[src/rtl/log2_frac_seq_pkg.sv]
// Shared types and constant helpers for the fractional log2 unit.
package log2_pkg;

    typedef enum logic [1:0] {
        IDLE = 2'd0,
        NORM = 2'd1,
        FRAC = 2'd2,
        DONE = 2'd3
    } log2State_t;

    // Ceiling log2 for elaboration-time width calculations.
    function automatic int clog2(input int value);
        int r;
        r = 0;
        for (int i = 0; i < 31; i++) begin
            if ((1 << i) < value) begin
                r = i + 1;
            end
        end
        return r;
    endfunction

endpackage

[src/rtl/log2_frac_seq_if.sv]
// Operand/result handshake bundle for log2_frac_seq.
interface log2_frac_seq_if #(
    parameter int BIT_IN = 12,
    parameter int OUT_W  = 8
);
    logic              In_Valid;
    logic              In_Ready;
    logic [BIT_IN-1:0] DatIn_A;
    logic              Out_Valid;
    logic              Out_Ready;
    logic [OUT_W-1:0]  DatOut;
    logic              Out_Err;

    modport master (
        output In_Valid, DatIn_A, Out_Ready,
        input  In_Ready, Out_Valid, DatOut, Out_Err
    );

    modport slave (
        input  In_Valid, DatIn_A, Out_Ready,
        output In_Ready, Out_Valid, DatOut, Out_Err
    );
endinterface

[src/rtl/log2_frac_seq_lead_one_enc.sv]
// Leading-one priority encoder and normaliser: x -> (p, x << (BIT_IN-1-p), zero).
module lead_one_enc
    import log2_pkg::*;
#(
    parameter int BIT_IN = 12,
    parameter int INT_W  = clog2(BIT_IN)
) (
    input  logic [BIT_IN-1:0] operand,
    output logic [INT_W-1:0]  leadPos,
    output logic [BIT_IN-1:0] normMant,
    output logic              isZero
);

    always_comb begin
        leadPos = '0;
        isZero  = 1'b1;
        for (int i = 0; i < BIT_IN; i++) begin
            if (operand[i]) begin
                leadPos = INT_W'(i);
                isZero  = 1'b0;
            end
        end
        normMant = operand << (INT_W'(BIT_IN - 1) - leadPos);
    end

endmodule

[src/rtl/log2_frac_seq.sv]
// Sequential log2: integer part from the leading one, fraction by repeated squaring.
// Define LOG2_ROUND_EN for a guard iteration with round-half-up and saturation.
module log2_frac_seq
    import log2_pkg::*;
#(
    parameter int BIT_IN    = 12,
    parameter int FRAC_BITS = 4
) (
    input  logic          Clk,
    input  logic          Rst_n,
    log2_frac_seq_if.slave bus
);

    localparam int INT_W = clog2(BIT_IN);
    localparam int OUT_W = INT_W + FRAC_BITS;
`ifdef LOG2_ROUND_EN
    localparam int RND = 1;
`else
    localparam int RND = 0;
`endif
    localparam int ITER  = FRAC_BITS + RND;
    localparam int ACC_W = (ITER > 0) ? ITER : 1;
    localparam int CNT_W = clog2(ITER + 2);

    log2State_t        state;
    logic              inReady;
    logic              outValid;
    logic [OUT_W-1:0]  datOut;
    logic              outErr;

    logic [BIT_IN-1:0] operand;
    logic [INT_W-1:0]  intPart;
    logic [BIT_IN-1:0] mant;
    logic [ACC_W-1:0]  fracAcc;
    logic [CNT_W-1:0]  iterCnt;
    logic              zeroFlag;

    logic [INT_W-1:0]    encPos;
    logic [BIT_IN-1:0]   encMant;
    logic                encZero;
    logic [2*BIT_IN-1:0] sq;
    logic                sqMsb;
    logic [BIT_IN-1:0]   mantNext;

    function automatic logic [OUT_W-1:0] finalResult(
        input logic [INT_W-1:0] ip,
        input logic [ACC_W-1:0] acc
    );
`ifdef LOG2_ROUND_EN
        logic [OUT_W:0] sum;
        // acc[0] is the guard bit; a carry out of the integer part saturates.
        sum = (OUT_W+1)'({ip, acc} >> 1) + (OUT_W+1)'(acc[0]);
        return sum[OUT_W] ? {OUT_W{1'b1}} : sum[OUT_W-1:0];
`else
        return OUT_W'({ip, acc} >> (ACC_W - FRAC_BITS));
`endif
    endfunction

    lead_one_enc #(
        .BIT_IN (BIT_IN),
        .INT_W  (INT_W)
    ) u_enc (
        .operand  (operand),
        .leadPos  (encPos),
        .normMant (encMant),
        .isZero   (encZero)
    );

    // m in 1.(BIT_IN-1); m*m in 2.(2*BIT_IN-2), renormalised by truncation.
    assign sq       = (2*BIT_IN)'(mant) * (2*BIT_IN)'(mant);
    assign sqMsb    = sq[2*BIT_IN-1];
    assign mantNext = sqMsb ? BIT_IN'(sq >> BIT_IN) : BIT_IN'(sq >> (BIT_IN - 1));

    assign bus.In_Ready  = inReady;
    assign bus.Out_Valid = outValid;
    assign bus.DatOut    = datOut;
    assign bus.Out_Err   = outErr;

    always_ff @(posedge Clk) begin
        if (!Rst_n) begin
            state    <= IDLE;
            inReady  <= 1'b0;
            outValid <= 1'b0;
            datOut   <= '0;
            outErr   <= 1'b0;
        end else begin
            case (state)
                IDLE: begin
                    if (inReady && bus.In_Valid) begin
                        inReady <= 1'b0;
                        state   <= NORM;
                    end else begin
                        inReady <= 1'b1;
                    end
                end
                NORM: begin
                    if (encZero || ITER == 0) begin
                        state <= DONE;
                    end else begin
                        state <= FRAC;
                    end
                end
                FRAC: begin
                    if (iterCnt == CNT_W'(1)) begin
                        state <= DONE;
                    end
                end
                DONE: begin
                    // First DONE cycle finalises the result; later cycles wait for the consumer.
                    if (!outValid) begin
                        outValid <= 1'b1;
                        outErr   <= zeroFlag;
                        datOut   <= zeroFlag ? '0 : finalResult(intPart, fracAcc);
                    end else if (bus.Out_Ready) begin
                        outValid <= 1'b0;
                        outErr   <= 1'b0;
                        inReady  <= 1'b1;
                        state    <= IDLE;
                    end
                end
                default: state <= IDLE;
            endcase
        end
    end

    always_ff @(posedge Clk) begin
        case (state)
            IDLE: begin
                if (inReady && bus.In_Valid) begin
                    operand <= bus.DatIn_A;
                end
            end
            NORM: begin
                intPart  <= encPos;
                mant     <= encMant;
                zeroFlag <= encZero;
                fracAcc  <= '0;
                iterCnt  <= CNT_W'(ITER);
            end
            FRAC: begin
                mant    <= mantNext;
                fracAcc <= ACC_W'({fracAcc, sqMsb});
                iterCnt <= iterCnt - CNT_W'(1);
            end
            default: ;
        endcase
    end

endmodule
[src/flat_wrapper.sv]
// flat-port wrapper written by rule: the top's interface ports become plain ports
module log2_frac_seq_flat import log2_pkg::*;
#(
    parameter int BIT_IN    = 12,
    parameter int FRAC_BITS = 4
)
  (Clk, Rst_n, bus_In_Valid, bus_DatIn_A, bus_Out_Ready, bus_In_Ready, bus_Out_Valid, bus_DatOut, bus_Out_Err);
  log2_frac_seq_if #(.BIT_IN(BIT_IN)) bus_i ();
  input  logic Clk;
  input  logic Rst_n;
  input wire logic [$bits(bus_i.In_Valid)-1:0] bus_In_Valid;
  input wire logic [$bits(bus_i.DatIn_A)-1:0] bus_DatIn_A;
  input wire logic [$bits(bus_i.Out_Ready)-1:0] bus_Out_Ready;
  output wire logic [$bits(bus_i.In_Ready)-1:0] bus_In_Ready;
  output wire logic [$bits(bus_i.Out_Valid)-1:0] bus_Out_Valid;
  output wire logic [$bits(bus_i.DatOut)-1:0] bus_DatOut;
  output wire logic [$bits(bus_i.Out_Err)-1:0] bus_Out_Err;
  assign bus_i.In_Valid = bus_In_Valid;
  assign bus_i.DatIn_A = bus_DatIn_A;
  assign bus_i.Out_Ready = bus_Out_Ready;
  assign bus_In_Ready = bus_i.In_Ready;
  assign bus_Out_Valid = bus_i.Out_Valid;
  assign bus_DatOut = bus_i.DatOut;
  assign bus_Out_Err = bus_i.Out_Err;
  log2_frac_seq #(.BIT_IN(BIT_IN), .FRAC_BITS(FRAC_BITS)) u_core (.Clk(Clk), .Rst_n(Rst_n), .bus(bus_i));
endmodule
[config.mk]
export PLATFORM = sky130hd
export DESIGN_NAME = log2_frac_seq_flat
export DESIGN_NICKNAME = d
export VERILOG_FILES = /design/src/rtl/log2_frac_seq_pkg.sv /design/src/rtl/log2_frac_seq_if.sv /design/src/rtl/log2_frac_seq_lead_one_enc.sv /design/src/rtl/log2_frac_seq.sv /design/src/flat_wrapper.sv
export SDC_FILE = /design/constraint.sdc
export NUM_CORES = 1
export LEC_CHECK = 0
export ABC_AREA = 1
export CORE_MARGIN = 3
export CORE_UTILIZATION = 35
export CTS_CLUSTER_DIAMETER = 200
export DETAILED_ROUTE_END_ITERATION = 7
export PLACE_DENSITY = 0.6
export SETUP_SLACK_MARGIN = 0.5
export SYNTH_ARGS = -nofsm -noshare
export SYNTH_HDL_FRONTEND = slang
export SYNTH_SLANG_ARGS = --single-unit
[constraint.sdc]
create_clock -name Clk -period 15.8 [get_ports Clk]
set_clock_uncertainty 0.05 [all_clocks]
set_input_delay 2.37 -clock Clk [delete_from_list [all_inputs] [get_ports Clk]]
set_output_delay 2.37 -clock Clk [all_outputs]
set_load 0.02 [all_outputs]
Yosys cells after proc, flatten, opt, wreduce, memory -nomap -nowiden

Cells that the tools add are included.

Register bits: 49
Input port bits: 16
Output and inout port bits: 11
Logic and storage cells: 76

Add/sub/neg operators: 2
Multipliers: 1
Equal/unequal tests: 9
Shift operators: 1
Muxes and demuxes: 42
Bitwise operators: 1
Reduce and logical (&&, ||, !) cells: 9

Operator list:

| kind                                                 | number |
|---|---|
| 2-to-1 mux 4 bit                                     | 10 |
| multiplier 12 x 12 -> 24 bit                         | 1 |
| case mux 12 bit (2 select lines)                     | 1 |
| 2-to-1 mux 1 bit                                     | 21 |
| 2-to-1 mux 12 bit                                    | 1 |
| left shift 12 x 4 -> 12 bit                          | 1 |
| 2-to-1 mux 2 bit                                     | 4 |
| 2-to-1 mux 8 bit                                     | 1 |
| case mux 2 bit (4 select lines)                      | 1 |
| case mux 4 bit (2 select lines)                      | 1 |
| != test 2 x 1 -> 1 bit (second input constant)       | 3 |
| case mux 3 bit (2 select lines)                      | 1 |
| AND reduction 2 bit                                  | 3 |
| equality test 2 bit (second input constant)          | 2 |
| != test 2 bit (second input constant)                | 2 |
| AND reduction 4 bit                                  | 1 |
| nonzero test 2 bit                                   | 2 |
| subtractor 4 bit (first input constant)              | 1 |
| equality test 3 x 1 -> 1 bit (second input constant) | 1 |
| AND reduction 3 bit                                  | 1 |
| subtractor 3 x 1 -> 3 bit (second input constant)    | 1 |
| equality test 2 x 1 -> 1 bit (second input constant) | 1 |
| logical NOT 2 bit                                    | 1 |
| case mux 1 bit (2 select lines)                      | 1 |
| 2 further kinds                                      | 2 |

Logic depth before layout (Yosys ltp)

Gate-level depths: netlist of run 1.

Depth after elaboration: 14
Gate-level depth with buffers: 26
Depth with buffers taken out: 25

Cells and area by module

A second synthesis of run 1 with hierarchy kept.

Cell total of the unflattened synthesis: 882
Area total of the unflattened synthesis: 6821.5 µm²

Modules (own cells, without submodules):

| module        | times used | cells an instance | area each (µm²) | sequential area each (µm²) |
|---|---|---|---|---|
| log2_frac_seq | 1          | 772               | 6263.5          | 1341.3 |
| lead_one_enc  | 1          | 110               | 558.0           | 0.0 |

Least setup slack after synthesis of run 1

Ideal clock, no wire load.

Path kind: flip-flop to flip-flop
From: register u_core.mant[2]
To: register u_core.mant[8], data pin
Setup time: 0.252 ns
Arrival time: 4.904 ns
Data required time: 15.498 ns
Path slack: 10.594 ns
Cell stages (with the launch flop): 26
Buffers on the path: 2
Period minus slack after synthesis: 5.206 ns
Path through: edfxtp_1 > clkbuf_1 > nand2_1 > inv_1 > fa_1 > inv_1 > fa_1 > inv_1 > fa_1 > fa_1 > inv_1 > fa_1 > inv_1 > ha_1 > nand2_1 > nor2_2 > inv_2 > nor2_1 > o21bai_2 > nand3_2 > nand2_2 > nand2_2 > buf_6 > nand3_1 > nand3_1 > nand2_1

Word-level cells in the longest chain between the ends: 3

RTL lines:

| element                          | line                 | RTL |
|---|---|---|
| start: declaration               | log2_frac_seq.sv:33  | `logic [BIT_IN-1:0] mant;` |
| start signal: assignment         | log2_frac_seq.sv:135 | `mant <= encMant;` |
| start signal: assignment         | log2_frac_seq.sv:141 | `mant <= mantNext;` |
| multiplier 12 x 12 -> 24 bit     | log2_frac_seq.sv:70  | `assign sq = (2*BIT_IN)'(mant) * (2*BIT_IN)'(mant);` |
| 2-to-1 mux 12 bit                | log2_frac_seq.sv:72  | `assign mantNext = sqMsb ? BIT_IN'(sq >> BIT_IN) : BIT_IN'(sq >> (BIT_IN - 1));` |
| case mux 12 bit (2 select lines) | log2_frac_seq.sv:127 | `case (state)` |

No other way between the ends.
A chain may end at the register's enable or synchronous reset.

Worst setup path in the final report of run 1

From: register u_core.mant[7]
To: register u_core.mant[6], data pin

Same word-level chain as after synthesis.

==> reports/qor.log, run 1 <==
[die] Die Y-Extent 143 um
[place] post-placement worst setup slack 10.11 ns
[place] buffers added on ports 26
[clocking] CTS H-Tree Depth 2
[synth] Async SR Flop Fraction 0%
[detailed_routing] vias per cell 4.68
[synth] top-area cell type share of the netlist area 24.5%
[detailed_routing] initial DRC count 240
[detailed_routing] Final ANT Viol Nets 0
[clocking] total of hold buffers inserted after clock tree synthesis 0
[clocking] clock tree from TritonCTS done
[detailed_routing] post-detailed-route wirelength per cell 12.7 um
[critical_path] sort of element at the end of the critical path register
[layout] total inserted antenna cells 0
[sta] maximum clock frequency 176 MHz
[synth] number of enable flip-flop cells after synthesis 36
[synth] average instance area after synthesis 7.79 um2
[layout] ratio of cells with drive above 1 in the final layout 3.74%
[sta] setup_tns 0 ns
[critical_path] cells along the critical path nand2_1 -> inv_1 -> fa_1 -> fa_1 -> inv_1 -> fa_1 -> inv_1 -> fa_1 -> inv_1 -> fa_1 -> inv_1 -> ha_1 -> a21oi_1 -> inv_1 -> nor2_1 -> nor2_1 -> o21bai_2 -> nand3_2 -> nand2_2 -> nand2_2 -> nand2_1 -> inv_1 -> nand3_1 -> nand3_1
[die] core region area 18100 um2
[hold_path] class of the most critical hold timing path register to register
[clocking] clk root buf clkbuf_16
[global_route] total routing resource utilization after global routing 14.7%
[sta] max-slew violation count 0
[clocking] post-CTS resize count 0
[sta] transition time at the pin with the least slew margin 0.903 ns
[critical_path] CP max-delay cell edfxtp_1
[sta] worst slew margin relative to its limit 39.6%
[critical_path] kind of critical path register to register
[critical_path] FF-to-FF path depth 24
[critical_path] required time reported for the critical path endpoint 15.78 ns
[sta] Final Hold Fails 0
[die] total die area 20400 um2
[layout] Net count, final 1009
[die] row cnt 49
[sta] number of failing setup endpoints in the final timing report 0
[layout] Fillers 1859
[critical_path] combined buffer and inverter count along the critical path 7
[synth] Netlist cell types 42
[sta] final cycle utilization of the critical path 36.1%
[global_route] final global-route overflow total 0
[critical_path] most used cell along the critical path inv_1
[critical_path] setup slack, reg-to-reg 10.10 ns
[critical_path] Max FO, Critical Path 12
[detailed_routing] count of TritonRoute iterations in the first routing pass 4
[synth] leading cell types by total area after synthesis fa_1 (24%), edfxtp_1 (17%), nand2_1 (12%)
[critical_path] kind of cell with the highest combined delay on the critical path adder cells
[critical_path] delay contributed by the slowest stage of the critical path 0.74 ns
[critical_path] Stages on worst setup path 24
[detailed_routing] total DRC errors in the routed layout 0
[global_route] first-pass GRT wire length 24600 um
[place] dpl hpwl 11500 um
[detailed_routing] total routed wirelength 13800 um
[clocking] Max Root-Sink Buffers 2
[clocking] Num Clock Sinks 49
[synth] count of mapped cells out of synthesis 841
[synth] Netlist Area Pre-Place 6550 um2
[die] I/O pin total 27
[layout] Layout area overhead 9.31%
[clocking] clk_lat worst skew 0.30 ns
[detailed_routing] vias 5083
[critical_path] RR Startpoint u_core.mant[7]$_DFFE_PP_
[flow_run] Max-cap violations 0
[critical_path] WP data arrival 5.68 ns
[place] Final GP Congestion 0.911
[synth] post-synthesis net count 995
[synth] total of flip-flops plus latches after synthesis 49
[clocking] number of buffers inserted by post-CTS setup repair 0
[global_route] via count of the first global-routing pass 5199
[critical_path] Critical Path Sink u_core.mant[6]$_DFFE_PP_
[synth] largest area contributor in the netlist fa_1
[critical_path] crit start category register
[global_route] pin count of the biggest net entering global routing 21
[sta] unrepaired setup endpoints after global routing false
[sta] min Tclk post-route 5.70 ns
[global_route] antenna violations before repair 0
[clocking] clock input transition at the sequential cells of the worst setup and hold paths 0.07 ns
[die] horizontal die dimension 143 um
[synth] Post-synth top flop edfxtp_1
[run_status] outcome finished, final reports clean
[die] starting utilization of the core area 36.1%
[critical_path] start point of the critical path u_core.mant[7]$_DFFE_PP_
[clocking] Num CTS Buffers 5
[synth] portion of the post-synthesis area used by sequential elements 20.5%
[synth] number of warnings issued by yosys 0
[sta] final critical-path setup slack 10.10 ns
[critical_path] r2r endpoint u_core.mant[6]$_DFFE_PP_
[kinds of logic (layout without fill, tap and decap cells)]
family                   count (synthesis)  after routing  share of synthesized area [%]
AO/OA/AOI/OAI                           72             72                           6.44
buffers and inverters                  230            245                           13.4
AND/OR/NAND/NOR                        338            338                           22.2
XOR/XNOR                                14             14                           1.87
flip-flops                              49             49                           20.5
adder cells (fa/ha/maj)                138            138                           35.5
[layer usage]
metal / vias to the layer above / share of wire [%] / GRT usage, %
met2: 103 / 47 / 24.8
li1: 2589 / - / -
met3: 18 / 3.1 / 1.77
met5: - / 0 / 0
met1: 2373 / 48 / 20.4
met4: 0 / 1.5 / 2.95
[cells in the final DEF (no fill, tap or decap), drive strengths merged]
| cell type | netlist | final |
|---|---|---|
| a211o | 1 | 1 |
| a211oi | 1 | 1 |
| a21boi | 1 | 1 |
| a21oi | 34 | 34 |
| a22oi | 8 | 8 |
| and2 | 1 | 1 |
| clkbuf | 14 | 5 |
| clkdlybuf4s50 | 0 | 26 |
| clkinv | 3 | 3 |
| dfxtp | 13 | 13 |
| edfxtp | 36 | 36 |
| fa | 80 | 80 |
| ha | 58 | 58 |
| inv | 208 | 211 |
| nand2 | 216 | 216 |
| nand2b | 1 | 1 |
| nand3 | 56 | 56 |
| nand3b | 1 | 1 |
| nand4 | 6 | 6 |
| nor2 | 46 | 46 |
| nor3 | 8 | 8 |
| nor4 | 2 | 2 |
| o211ai | 2 | 2 |
| o21ai | 23 | 23 |
| o21bai | 2 | 2 |
| or2 | 1 | 1 |
| xnor2 | 8 | 8 |
| xor2 | 6 | 6 |
[final cells by class]
class	instances	area [um2]	share of cell area [%]
sequential	49	1340	18.7
tap	229	287	4.00
multi-input combinational	562	4330	60.5
inverter	211	792	11.1
clock inverter	3	23.8	0.332
clock buffer	5	125	1.75
timing repair buffer	26	260	3.64
[tightest hold or removal path: cells and delay by family (launching register included)]
| family | cells | cell delay [ns] |
|---|---|---|
| and+or+nand+nor | 1 | 0.06 |
| AOI/OAI and AO/OA | 1 | 0.06 |
| DFF | 1 | 0.31 |
[worst min path at each step]
stage / cells after the start / slack (ns) / startpoint / endpoint
3_3_place_gp: 2 / 0.41 / u_core.bus.DatOut[7]$_SDFFE_PN0P_ / u_core.bus.DatOut[7]$_SDFFE_PN0P_
2_1_floorplan: 2 / 0.41 / u_core.fracAcc[3]$_SDFFCE_PN0P_ / u_core.bus.DatOut[3]$_SDFFE_PN0P_
5_1_grt: 2 / 0.45 / u_core.bus.Out_Err$_SDFFE_PN0P_ / u_core.bus.Out_Err$_SDFFE_PN0P_
4_1_cts: 2 / 0.43 / u_core.bus.DatOut[7]$_SDFFE_PN0P_ / u_core.bus.DatOut[7]$_SDFFE_PN0P_
3_5_place_dp: 2 / 0.41 / u_core.bus.Out_Err$_SDFFE_PN0P_ / u_core.bus.Out_Err$_SDFFE_PN0P_
6_report: 2 / 0.42 / u_core.bus.DatOut[7]$_SDFFE_PN0P_ / u_core.bus.DatOut[7]$_SDFFE_PN0P_
[metrics by stage]
step	hold WS, ns	cells	util (%)	cell area (um2)
2_1_floorplan	0.409	841	-	6550
3_3_place_gp	0.411	1077	38.6	7010
3_5_place_dp	0.413	1077	38.6	7010
4_1_cts	0.428	1085	39.4	7160
5_1_grt	0.448	1085	39.4	7160
6_report	0.424	1085	39.4	7160
[synth_stat cells (2+ instances only)]
cell type  instances
xnor2_1            8
dfxtp_1           13
buf_2              3
nand4_1            5
a22oi_1            8
inv_2              2
nor4_1             2
nand3_1           55
ha_1              58
inv_1            206
a21oi_1           32
clkinv_1           3
edfxtp_1          36
fa_1              80
nor2_1            41
clkbuf_1          14
o21ai_1            4
nand2_2            8
o21ai_0           18
nor2_2             4
xor2_1             6
o211ai_1           2
a21oi_2            2
nand2_1          207
nor3_1             7
[flip-flops by register name (all words and copies together) (netlist names)]
register and flops:
u_core.bus.DatOut 8, u_core.bus.In_Ready 1, u_core.bus.Out_Err 1, u_core.bus.Out_Valid 1, u_core.fracAcc 4, u_core.intPart 4
u_core.iterCnt 3, u_core.mant 12, u_core.operand 12, u_core.state 2, u_core.zeroFlag 1
Power of run 1 is not shown: default switching activity piles up to over one toggle a cycle in this logic, so the estimate is an artifact.
==> run 2: changes to the inputs <==
==> constraint.sdc (replaced) <==
create_clock -name Clk -period 5.9 [get_ports Clk]
set_clock_uncertainty 0.05 [all_clocks]
set_input_delay 0.885 -clock Clk [delete_from_list [all_inputs] [get_ports Clk]]
set_output_delay 0.885 -clock Clk [all_outputs]
set_load 0.02 [all_outputs]
==> run 2 against run 1 <==
Hold slack lost 0.0021 ns. Die area did not move. Core utilization increased by 3.5 points. First-iteration DRC count increased by 25%. Sequential cell count did not move. Cell count increased by 4.1%.
==> reports/qor.log, run 2 (same netlist as run 1, synthesis figures left out) <==
[hold_path] cell depth of the worst hold path 2
[sta] number of failing setup endpoints in the final timing report 0
[layout] non-filler instance count after layout 1130
[clocking] Max Root-Sink Buffers 2
[clocking] clock tree from TritonCTS done
[die] starting utilization of the core area 36.1%
[clocking] CTS H-Tree Depth 2
[global_route] antenna violations before repair 0
[detailed_routing] total DRC errors in the routed layout 0
[clocking] Num CTS Buffers 5
[die] row cnt 49
[critical_path] r2r endpoint u_core.mant[9]$_DFFE_PP_
[critical_path] kind of critical path register to register
[layout] Net count, final 1054
[die] Die Y-Extent 143 um
[place] dpl hpwl 12000 um
[global_route] pin count of the biggest net entering global routing 21
[clocking] Num Clock Sinks 49
[place] buffers added on ports 26
[sta] unrepaired setup endpoints after global routing true
[die] I/O pin total 27
[sta] transition time at the pin with the least slew margin 0.893 ns
[detailed_routing] initial DRC count 300
[critical_path] sort of element at the end of the critical path register
[detailed_routing] post-detailed-route wirelength per cell 13.2 um
[detailed_routing] count of TritonRoute iterations in the first routing pass 5
[layout] Layout area overhead 19.1%
[sta] min Tclk post-route 5.24 ns
[sta] final cycle utilization of the critical path 88.9%
[sta] maximum clock frequency 191 MHz
[sta] Final Hold Fails 0
[place] Final GP Congestion 0.947
[global_route] first-pass GRT wire length 25600 um
[sta] worst slew margin relative to its limit 40.3%
[critical_path] crit start category register
[global_route] total routing resource utilization after global routing 15.3%
[flow_run] Max-cap violations 0
[clocking] clk_lat worst skew 0.29 ns
[global_route] final global-route overflow total 0
[clocking] clk root buf clkbuf_16
[detailed_routing] vias per cell 4.71
[hold_path] Hold Path End u_core.bus.DatOut[7]$_SDFFE_PN0P_
[layout] ratio of cells with drive above 1 in the final layout 14.5%
[critical_path] required time reported for the critical path endpoint 5.88 ns
[detailed_routing] total routed wirelength 14900 um
[detailed_routing] vias 5322
[run_status] outcome finished, final reports clean
[clocking] clock input transition at the sequential cells of the worst setup and hold paths 0.07 ns
[hold_path] class of the most critical hold timing path register to register
[critical_path] FF-to-FF path depth 20
[die] core region area 18100 um2
[critical_path] RR Startpoint u_core.mant[3]$_DFFE_PP_
[sta] setup_tns 0 ns
[detailed_routing] Final ANT Viol Nets 0
[place] Post-Place Cells 1087
[critical_path] Max FO, Critical Path 5
[sta] max-slew violation count 0
[die] total die area 20400 um2
[critical_path] setup slack, reg-to-reg 0.66 ns
[layout] commonest cells after routing, fill and taps aside inv_1 (201), nand2_1 (194), fa_1 (77)
[layout] most common cell after layout, fill and taps aside inv_1
[layout] total inserted antenna cells 0
[hold_path] hold path startpoint u_core.bus.DatOut[7]$_SDFFE_PN0P_
[die] horizontal die dimension 143 um
[global_route] via count of the first global-routing pass 5388
[critical_path] WP data arrival 5.22 ns
[run 2: cell types whose count changed in the layout (fill, tap and decap cells not counted), moves of 6 or more]
cell     delta
ha_1       -10
buf_4      +40
nand2_1    -13
nor2_1      -7
nand2_2     +9
a21oi_2     +6
a21oi_1     -8
ha_4        +6
o21ai_0     -6
[run 2: routing by layer]
layer | vias to the layer above | global-route usage [%] | share of wire, %
li1 | 2686 | - | -
met1 | 2517 | 21.7 | 48
met2 | 89 | 25.0 | 47
met3 | 30 | 1.88 | 3.1
met4 | 0 | 4.15 | 2.3
met5 | - | 0 | 0
[run 2: through the flow]
stage	hold slack (ns)	setup WS [ns]	utilization, %	cell area, um2
after CTS	0.426	0.501	40.7	7380
after global placement	0.412	0.358	39.0	7080
after detailed placement	0.414	0.247	39.0	7080
after floorplan	0.409	0.694	-	6550
final	0.422	0.657	43.0	7800
after global routing	0.451	0.415	43.0	7800
[run 2: cell type report]
type,instances,area (um2)
tap,229,287
clock buffer,6,139
inverter,211,792
multi-input combinational,563,4620
fill,1822,10300
timing repair buffer,70,606
clock inverter,2,17.5
sequential,49,1340
[run 2: worst max-delay path by stage]
stage,start,end,cells after the start
2_1_floorplan,u_core.mant[2]$_DFFE_PP_,u_core.mant[8]$_DFFE_PP_,25
3_3_place_gp,u_core.mant[3]$_DFFE_PP_,u_core.mant[6]$_DFFE_PP_,24
3_5_place_dp,u_core.mant[3]$_DFFE_PP_,u_core.mant[6]$_DFFE_PP_,24
4_1_cts,u_core.mant[2]$_DFFE_PP_,u_core.mant[6]$_DFFE_PP_,23
5_1_grt,u_core.mant[8]$_DFFE_PP_,u_core.mant[9]$_DFFE_PP_,20
6_report,u_core.mant[3]$_DFFE_PP_,u_core.mant[9]$_DFFE_PP_,20
[run 2: worst max-delay path, stage by stage (launching register included)]
cell and delay (ns):
edfxtp_1 0.52, buf_6 0.18, nand2_1 0.09, fa_1 0.45, fa_1 0.52, inv_1 0.06
fa_1 0.51, fa_1 0.50, inv_1 0.05, fa_1 0.48, inv_1 0.04, ha_2 0.40
nand2_1 0.16, nor4_1 0.31, nand2_1 0.10, nand2_2 0.10, nand2_1 0.08, nand3_1 0.09
nand3_1 0.09, nand3_1 0.08, nand2_1 0.11
[run 2: timing repair]
action | CTS | global route
hold buffers | 0 | 0
resized for setup | 13 | 66
setup endpoints to repair | 13 | 13
setup buffers | 11 | 23
cloned | 0 | 1
pin swaps | 4 | 32
Power of run 2 is left out for the same reason.
